### src/rtl/proteus_pkg.sv
// Shared parameters and state encoding for the sb_packer bit-stream packer.
package proteus_pkg;

  localparam int PKG_N          = 16;
  localparam int PKG_SHIFT_BITS = 5;

  typedef enum logic {
    ST_RUN   = 1'b0,
    ST_FLUSH = 1'b1
  } pack_state_t;

endpackage

### src/rtl/sb_packer.sv
// sb_packer: packs variable-precision values LSB-first into N-bit words.
// A 2N-bit accumulator collects masked values. Whenever N or more bits
// are present, the low N bits move to the output register. A flush
// request drains any partial word, zero-padded, and pulses o_flush_done.
module sb_packer
  import proteus_pkg::*;
#(
  parameter int N          = PKG_N,
  parameter int SHIFT_BITS = PKG_SHIFT_BITS
) (
  input  logic                  clk,
  input  logic                  rst_n,
  input  logic                  i_valid,
  output logic                  o_ready,
  input  logic [N-1:0]          i_data,
  input  logic [SHIFT_BITS-1:0] i_n,
  input  logic                  i_flush,
  output logic                  o_valid,
  input  logic                  i_ready,
  output logic [N-1:0]          o_out,
  output logic                  o_flush_done
);

  localparam logic [2*N-1:0]        ONE_WIDE = {{(2*N-1){1'b0}}, 1'b1};
  localparam logic [SHIFT_BITS-1:0] N_NARROW = SHIFT_BITS'(N);
  localparam logic [SHIFT_BITS:0]   N_WIDE   = (SHIFT_BITS+1)'(N);

  pack_state_t           state_r;
  logic [2*N-1:0]        acc_r;
  logic [SHIFT_BITS-1:0] fill_r;

  logic [SHIFT_BITS-1:0] n_eff_s;
  logic [2*N-1:0]        mask_wide_s;
  logic [2*N-1:0]        data_wide_s;
  logic [2*N-1:0]        acc_next_s;
  logic [SHIFT_BITS:0]   fill_sum_s;
  logic [SHIFT_BITS-1:0] fill_wrap_s;
  logic                  word_full_s;
  logic                  out_free_s;
  logic                  accept_s;

  // Handshake: input is taken only in RUN, when the output register is or becomes free.
  assign out_free_s = !o_valid || i_ready;
  assign o_ready    = (state_r == ST_RUN) && out_free_s;
  assign accept_s   = i_valid && o_ready;

  // Datapath: clamp precision, mask the value, place it at the fill offset.
  always_comb begin
    n_eff_s = N_NARROW;
    if ((i_n == {SHIFT_BITS{1'b0}}) || ({1'b0, i_n} > N_WIDE)) begin
      n_eff_s = N_NARROW;
    end else begin
      n_eff_s = i_n;
    end
    mask_wide_s = (ONE_WIDE << n_eff_s) - ONE_WIDE;
    data_wide_s = {{N{1'b0}}, i_data} & mask_wide_s;
    acc_next_s  = acc_r | (data_wide_s << fill_r);
    fill_sum_s  = {1'b0, fill_r} + {1'b0, n_eff_s};
    word_full_s = (fill_sum_s >= N_WIDE);
    fill_wrap_s = fill_sum_s[SHIFT_BITS-1:0] - N_NARROW;
  end

  // Control FSM plus accumulator and registered output word.
  always_ff @(posedge clk or negedge rst_n) begin
    if (!rst_n) begin
      state_r      <= ST_RUN;
      acc_r        <= {(2*N){1'b0}};
      fill_r       <= {SHIFT_BITS{1'b0}};
      o_valid      <= 1'b0;
      o_out        <= {N{1'b0}};
      o_flush_done <= 1'b0;
    end else begin
      o_flush_done <= 1'b0;
      case (state_r)
        ST_RUN: begin
          if (accept_s) begin
            if (word_full_s) begin
              // Straddling values: low part completes this word, rest stays.
              o_out   <= acc_next_s[N-1:0];
              o_valid <= 1'b1;
              acc_r   <= acc_next_s >> N;
              fill_r  <= fill_wrap_s;
            end else begin
              acc_r  <= acc_next_s;
              fill_r <= fill_sum_s[SHIFT_BITS-1:0];
              if (i_ready) begin
                o_valid <= 1'b0;
              end
            end
          end else if (i_ready) begin
            o_valid <= 1'b0;
          end
          if (i_flush) begin
            state_r <= ST_FLUSH;
          end
        end
        ST_FLUSH: begin
          // i_flush is ignored here; wait for the output register to free up.
          if (out_free_s) begin
            if (fill_r != {SHIFT_BITS{1'b0}}) begin
              o_out   <= acc_r[N-1:0];
              o_valid <= 1'b1;
              acc_r   <= {(2*N){1'b0}};
              fill_r  <= {SHIFT_BITS{1'b0}};
            end else begin
              o_valid <= 1'b0;
            end
            o_flush_done <= 1'b1;
            state_r      <= ST_RUN;
          end
        end
        default: begin
          state_r <= ST_RUN;
        end
      endcase
    end
  end

endmodule

### config.mk
export PLATFORM = sky130hd
export DESIGN_NAME = sb_packer
export DESIGN_NICKNAME = d
export VERILOG_FILES = /design/src/rtl/proteus_pkg.sv /design/src/rtl/sb_packer.sv
export SDC_FILE = /design/constraint.sdc
export NUM_CORES = 1
export LEC_CHECK = 0
export ABC_AREA = 1
export CAP_MARGIN = 40
export CORE_ASPECT_RATIO = 0.9
export CORE_MARGIN = 2
export CORE_UTILIZATION = 35
export CTS_CLUSTER_DIAMETER = 50
export DETAILED_ROUTE_END_ITERATION = 7
export HOLD_SLACK_MARGIN = 0.12
export PLACE_DENSITY_LB_ADDON = 0.2
export SYNTH_ARGS = -nofsm -noshare
export SYNTH_HDL_FRONTEND = slang
export SYNTH_SLANG_ARGS = --single-unit
### constraint.sdc
create_clock -name clk -period 3.1 [get_ports clk]
set_input_delay 0.62 -clock clk [delete_from_list [all_inputs] [get_ports clk]]
set_output_delay 0.62 -clock clk [all_outputs]
set_load 0.03 [all_outputs]
==> results of run 1 <==
## critical path: stages
cell	delay, ns
buf_6	0.10
nor2_4	0.11
nand3_2	0.10
ha_4	0.26
nor2_4	0.12
inv_2	0.06
nor2_4	0.08
inv_2	0.04
nand2_1	0.05
inv_1	0.04
ha_2	0.16
or2_4	0.24
a21oi_2	0.13
nor2_2	0.05
nor2_2	0.11
xor2_2	0.22
nor2_4	0.06
nand2_2	0.09
nand2_4	0.12
buf_8	0.17
clkinv_8	0.06
nor2_4	0.03
a31oi_2	0.14
## path summary, 6_finish.rpt
| check | start | end | slack (ns) |
|---|---|---|---|
| max | i_n[0] | o_out[1]$_DFFE_PN0P_ | 0.15 |
| max in group asynchronous | rst_n | acc_r[28]$_DFFE_PN0P_ | 2.22 |
| min reg2reg | acc_r[16]$_DFFE_PN0P_ | acc_r[16]$_DFFE_PN0P_ | 0.49 |
| min in group clk | acc_r[16]$_DFFE_PN0P_ | acc_r[16]$_DFFE_PN0P_ | 0.49 |
| max reg2reg | fill_r[1]$_DFFE_PN0P_ | o_out[1]$_DFFE_PN0P_ | 0.73 |
| min | rst_n | fill_r[3]$_DFFE_PN0P_ | 0.24 |
## synth_stat cells, drive strengths merged, types with 2 or more instances
cell type | count | share of area
a21oi | 31 | 0.036
a22oi | 2 | 0.0034
a31oi | 11 | 0.017
buf | 12 | 0.017
clkbuf | 19 | 0.016
clkinv | 3 | 0.0025
dfrtp | 56 | 0.32
ha | 6 | 0.017
inv | 70 | 0.060
nand2 | 209 | 0.18
nand3 | 115 | 0.13
nand4 | 25 | 0.035
nor2 | 93 | 0.088
nor3 | 3 | 0.0034
o211ai | 2 | 0.0034
o21ai | 39 | 0.044
o21bai | 2 | 0.0034
## metrics by stage
stage	instance area (µm²)	setup WS (ns)	total power [mW]	hold slack, ns	std cells
final	6090	0.146	5.57	0.241	968
after global placement	5480	-0.584	4.52	0.471	951
after CTS	5760	0.00336	5.30	0.258	966
after detailed placement	5480	-0.642	4.55	0.470	951
after floorplan	4450	0.0309	3.35	0.324	708
after global routing	6090	-0.0620	6.02	0.274	968
## layout make-up
| type | instances | area, µm² | area share |
|---|---|---|---|
| Clock buffer | 6 | 139 | 0.0228 |
| Clock inverter | 2 | 10.0 | 0.00164 |
| Inverter | 73 | 302 | 0.0495 |
| Multi-Input combinational cell | 548 | 2970 | 0.488 |
| Sequential cell | 56 | 1400 | 0.230 |
| Tap cell | 160 | 200 | 0.0329 |
| Timing Repair Buffer | 122 | 1060 | 0.174 |
| Timing Repair inverter | 1 | 8.76 | 0.00144 |
## flip-flops by register name, summed over array words and instances, names as in the netlist
name and cells:
state_r 1, o_out 16, o_flush_done 1, o_valid 1
acc_r 32, fill_r 5
## power groups by stage
stage | Combinational, mW | Clock (mW) | Sequential [mW]
floorplan | 1.99 | 0 | 1.36
global placement | 3.32 | 0 | 1.19
detailed placement | 3.36 | 0 | 1.20
CTS | 3.51 | 0.595 | 1.19
global route | 4.15 | 0.628 | 1.25
finish | 3.78 | 0.587 | 1.21
## timing repair
action / 4_1_cts / 5_1_grt
buffers inserted: 6 / 2
pin swaps: 13 / 34
endpoints found under the setup margin: 49 / 49
gates cloned: 1 / 1
gates resized for setup: 39 / 92
## metal layers
| metal | track usage | part of all wire |
|---|---|---|
| met5 | 0 | 0 |
| met1 | 0.350 | 0.48 |
| met4 | 0.0429 | 0.0078 |
| met3 | 0.0314 | 0.062 |
| met2 | 0.356 | 0.45 |
## cell families after synthesis
| kind of cell | Yosys count | share of synthesized area |
|---|---|---|
| simple gates | 448 | 0.449 |
| flops | 56 | 0.316 |
| compound gates | 92 | 0.116 |
| buf+inv | 104 | 0.0963 |
| xor+xnor | 2 | 0.00565 |
| fa+ha+maj | 6 | 0.0169 |
==> flow_summary.toml, run 1 <==
[global_route]
grt_max_degree = 26
grt_use_total = 0.233
gr-total-overflow = 0
antenna_found_initial = 0
grt_pass1_wl_mm = 25.2
grt_pass1_vias = 4923

[sta]
finClkSkew_ns = 0.00329
fin_crit_sh = 0.953
worst_pin_slew_ns = 0.731
setup_viol_count_final = 0
final_hold_viol_count = 0
timing.fmax_mhz = 338
rsz0062_at_grt = "yes"
slew_headroom = 0.510
finalMaxSlewViolations = 0
post-route-min-period_ns = 2.95
tns_ns = 0

[clock_tree]
cts.clk_slew.worst_paths_ns = 0.07
cts_buffers = 5
clk_latency_ns = 0.30
cts_tree = "yes"
clockRootBuffer = "clkbuf_16"
hold_buffers = 0
cts-htree-levels = 2
clock_sinks = 56
clk_path_buf_depth = 2

[drt]
drc = 0
ant_nets = 0
drt_iter0_drc = 471
wirelength_mm = 15.5
vias = 5104
dr.pass1.iters = 5
vias_per_cell = 5.27
wl_per_cell_um = 16.0

[yosys]
syn_nets = 740
postSynthCellCount = 708
synth-edff-count = 0
seq_area_frac_synth = 0.316
avgSynthCellArea_um2 = 6.26
synth_flop_cell = "dfrtp_1"
syn_area_mm2 = 0.00443
synthArstFlopShare = 1.00
synth_cell_types = 39
synth_warnings = 0
synth-seq-cells = 56

[min_path]
hold_path_class = "input pin to async pin"

[power_and_ir_drop]
internal_power_mw = 2.72
switching_share = 0.512
ir_drop_mv = 0.443
p_per_area_mw_per_mm2 = 915
p_sw_mw = 2.85
p_leak_nw = 3.03
pwr-share-clk = 0.105
p_comb_frac = 0.678
power_frac_seq = 0.217

[worst_setup_path]
path_class = "input pin to flop"
cp-end-kind = "flop"
cp_max_fo = 6
start_kind = "input pin"
crit_required_ns = 3.32
cp.arrival_ns = 3.17
r2r_cells = 17

[cells_and_area]
fillers = 1214
diodes = 0
final_cell_mix = "nand2_1, nand3_1, buf_4, nor2_1, dfrtp_1"
utilization = 0.499
drive_gt1_frac = 0.275
nets = 839
layout_commonest_cell = "nand2_1"
syn2layout_area_growth_pct = 37.6

[placed_design]
place.gp.congestion = 0.953
io_buffer_count = 44
hpwl_mm = 11.6

[die]
die_area_mm2 = 0.0136
core_area_mm2 = 0.0122
initial_utilization = 0.362
die_h_um = 111
die_w_um = 123
ios = 45
placementRows = 38

[status]
status = "complete, no violations"

[run]
max_cap_violations = 0
No activity file was read; power rests on OpenSTA's default activity.
==> run 2: changes to the inputs <==
--- a/config.mk
+++ b/config.mk
@@ -8,12 +8,13 @@
 export ABC_AREA = 1
 export CAP_MARGIN = 40
 export CORE_ASPECT_RATIO = 0.9
-export CORE_MARGIN = 2
-export CORE_UTILIZATION = 35
+export CORE_MARGIN = 5
+export CORE_UTILIZATION = 55
 export CTS_CLUSTER_DIAMETER = 50
 export DETAILED_ROUTE_END_ITERATION = 7
 export HOLD_SLACK_MARGIN = 0.12
 export PLACE_DENSITY_LB_ADDON = 0.2
+export SKIP_LAST_GASP = 1
 export SYNTH_ARGS = -nofsm -noshare
 export SYNTH_HDL_FRONTEND = slang
 export SYNTH_SLANG_ARGS = --single-unit
==> run 2 against run 1 <==
The flow now finishes with violations (setup timing). Power fell by 2.2%. Design area decreased by 0.62%. Register-to-register slack lost 0.16 ns. Flip-flop and latch count did not move. Clock skew up 0.0061 ns. Global-route usage is 6.8 points higher. Setup slack worse by 0.15 ns. Worst hold slack improved by 0.19 ns. Critical path type unchanged. Critical endpoint is now o_out[14]$_DFFE_PN0P_. Largest cell class unchanged.
==> flow_summary.toml, run 2 (same netlist as run 1, synthesis figures left out) <==
[status]
status = "finished with violations"
violations = "setup timing"

[sta]
setup_viol_count_final = 3
post-route-min-period_ns = 3.11
timing.fmax_mhz = 322
finalMaxSlewViolations = 0
finClkSkew_ns = 0.00938
worst_pin_slew_ns = 0.717
tns_ns = -0.0141
rsz0062_at_grt = "yes"
slew_headroom = 0.522
final_hold_viol_count = 0
setup_slack_ns = -0.00729
fin_crit_sh = 1.00

[power_and_ir_drop]
ir_drop_mv = 0.553
power_mw = 5.45
p_per_area_mw_per_mm2 = 901
p_leak_nw = 3.05

[worst_setup_path]
ff2ff_setup_slack_ns = 0.57
crit_required_ns = 3.31
path_class = "input pin to flop"
start_kind = "input pin"
cp.arrival_ns = 3.32
cp_max_fo = 6
r2r_end = "o_out[6]$_DFFE_PN0P_"
reg2reg_from = "fill_r[3]$_DFFE_PN0P_"
cp-end-kind = "flop"
r2r_cells = 10

[die]
ios = 45
initial_utilization = 0.557
die_w_um = 105
die_area_mm2 = 0.00995
die_h_um = 95.1
core_area_mm2 = 0.00795
placementRows = 31

[cells_and_area]
diodes = 0
seqCellArea_mm2 = 0.00140
top_register = "acc_r"
syn2layout_area_growth_pct = 36.7
reg.largest.list = "acc_r x32, o_out x16, fill_r x5"
drive_gt1_frac = 0.291
layout_commonest_cell = "nand2_1"
utilization = 0.762
final_cell_mix = "nand2_1, buf_4, nand3_1, nor2_1, dfrtp_1"
largest_register_ffs = 32
nets = 856
multiInputGateArea_mm2 = 0.00297
fillers = 623

[drt]
drt_iter0_drc = 563
ant_nets = 0
wl_per_cell_um = 16.9
vias_per_cell = 5.87
wirelength_mm = 15.6
drc = 0
dr.pass1.iters = 5
vias = 5423

[clock_tree]
clock_sinks = 56
cts_tree = "yes"
cts_buffers = 5
hold_buffers = 0
clk_latency_ns = 0.32
clk_path_buf_depth = 2
clockRootBuffer = "clkbuf_8"
cts-htree-levels = 2
cts.clk_slew.worst_paths_ns = 0.10

[global_route]
grt_use_total = 0.301
grt_pass1_wl_mm = 24.4
grt_max_degree = 57
antenna_found_initial = 0
gr-total-overflow = 0
grt_pass1_vias = 4915

[placed_design]
hpwl_mm = 11.1
io_buffer_count = 44
place.gp.congestion = 1.07

[min_path]
hold_path_class = "input pin to async pin"

[run]
max_cap_violations = 0
[run 2: changes by cell type in the layout (fill, tap and decap cells not counted), sizes merged]
cell,before,now
buf,83,100
clkinv,6,5
clkinvlp,0,1
[run 2: worst max-delay path by stage]
stage / slack (ns) / cells past startpoint / end / startpoint
after floorplan: 0.03 / 21 / o_out[6]$_DFFE_PN0P_ / i_n[0]
after global placement: -0.72 / 24 / acc_r[14]$_DFFE_PN0P_ / i_n[0]
after detailed placement: -0.86 / 24 / acc_r[14]$_DFFE_PN0P_ / i_n[0]
after CTS: -0.06 / 23 / o_out[6]$_DFFE_PN0P_ / i_n[1]
after global routing: -0.13 / 23 / o_out[6]$_DFFE_PN0P_ / i_n[0]
final: -0.007 / 20 / o_out[14]$_DFFE_PN0P_ / i_n[0]
[run 2: worst max-delay path, cell delays in order]
cell	delay, ns
buf_6	0.10
nor2_4	0.12
nand3_2	0.11
ha_4	0.24
buf_6	0.12
buf_4	0.13
nor2_2	0.17
ha_1	0.31
buf_4	0.17
a21oi_2	0.15
nor2_2	0.05
nor2_2	0.12
xor2_2	0.22
nor2_4	0.06
nand2_2	0.09
nand2_4	0.09
buf_4	0.16
buf_4	0.14
nor2_1	0.08
a21oi_1	0.07
[run 2: what timing repair did]
action | in CTS | in global routing
endpoints found under the hold margin | 0 | 0
endpoints found under the setup margin | 49 | 49
gates resized for setup | 44 | 84
gates cloned | 1 | 0
setup buffers | 11 | 8
pin swaps | 15 | 38
[run 2: stage by stage]
step	area, µm²	hold WS [ns]	setup WS [ns]	std cells
2_1_floorplan	4450	0.324	0.0309	708
6_report	6060	0.431	-0.00729	924
3_3_place_gp	5440	0.463	-0.715	896
4_1_cts	5680	0.455	-0.0616	916
5_1_grt	6060	0.507	-0.133	924
3_5_place_dp	5440	0.471	-0.858	896
[run 2: final cells by class]
type / count / area share
sequential: 56 / 0.231
clock buffer: 6 / 0.0136
inverter: 73 / 0.0486
timing repair inverter: 1 / 0.00124
tap: 99 / 0.0205
multi-input combinational: 548 / 0.490
timing repair buffer: 139 / 0.192
clock inverter: 2 / 0.00227
[run 2: metal layers]
layer	GRT usage	vias up	share of wire
met3	0.0575	52	0.091
met5	0	-	0
met1	0.431	2488	0.43
met2	0.461	323	0.46
met4	0.0980	0	0.024
li1	-	2560	-
[run 2: power by group]
part	internal, mW	switching (mW)
sequential	0.999	0.205
clock	0.184	0.251
combinational	1.38	2.44
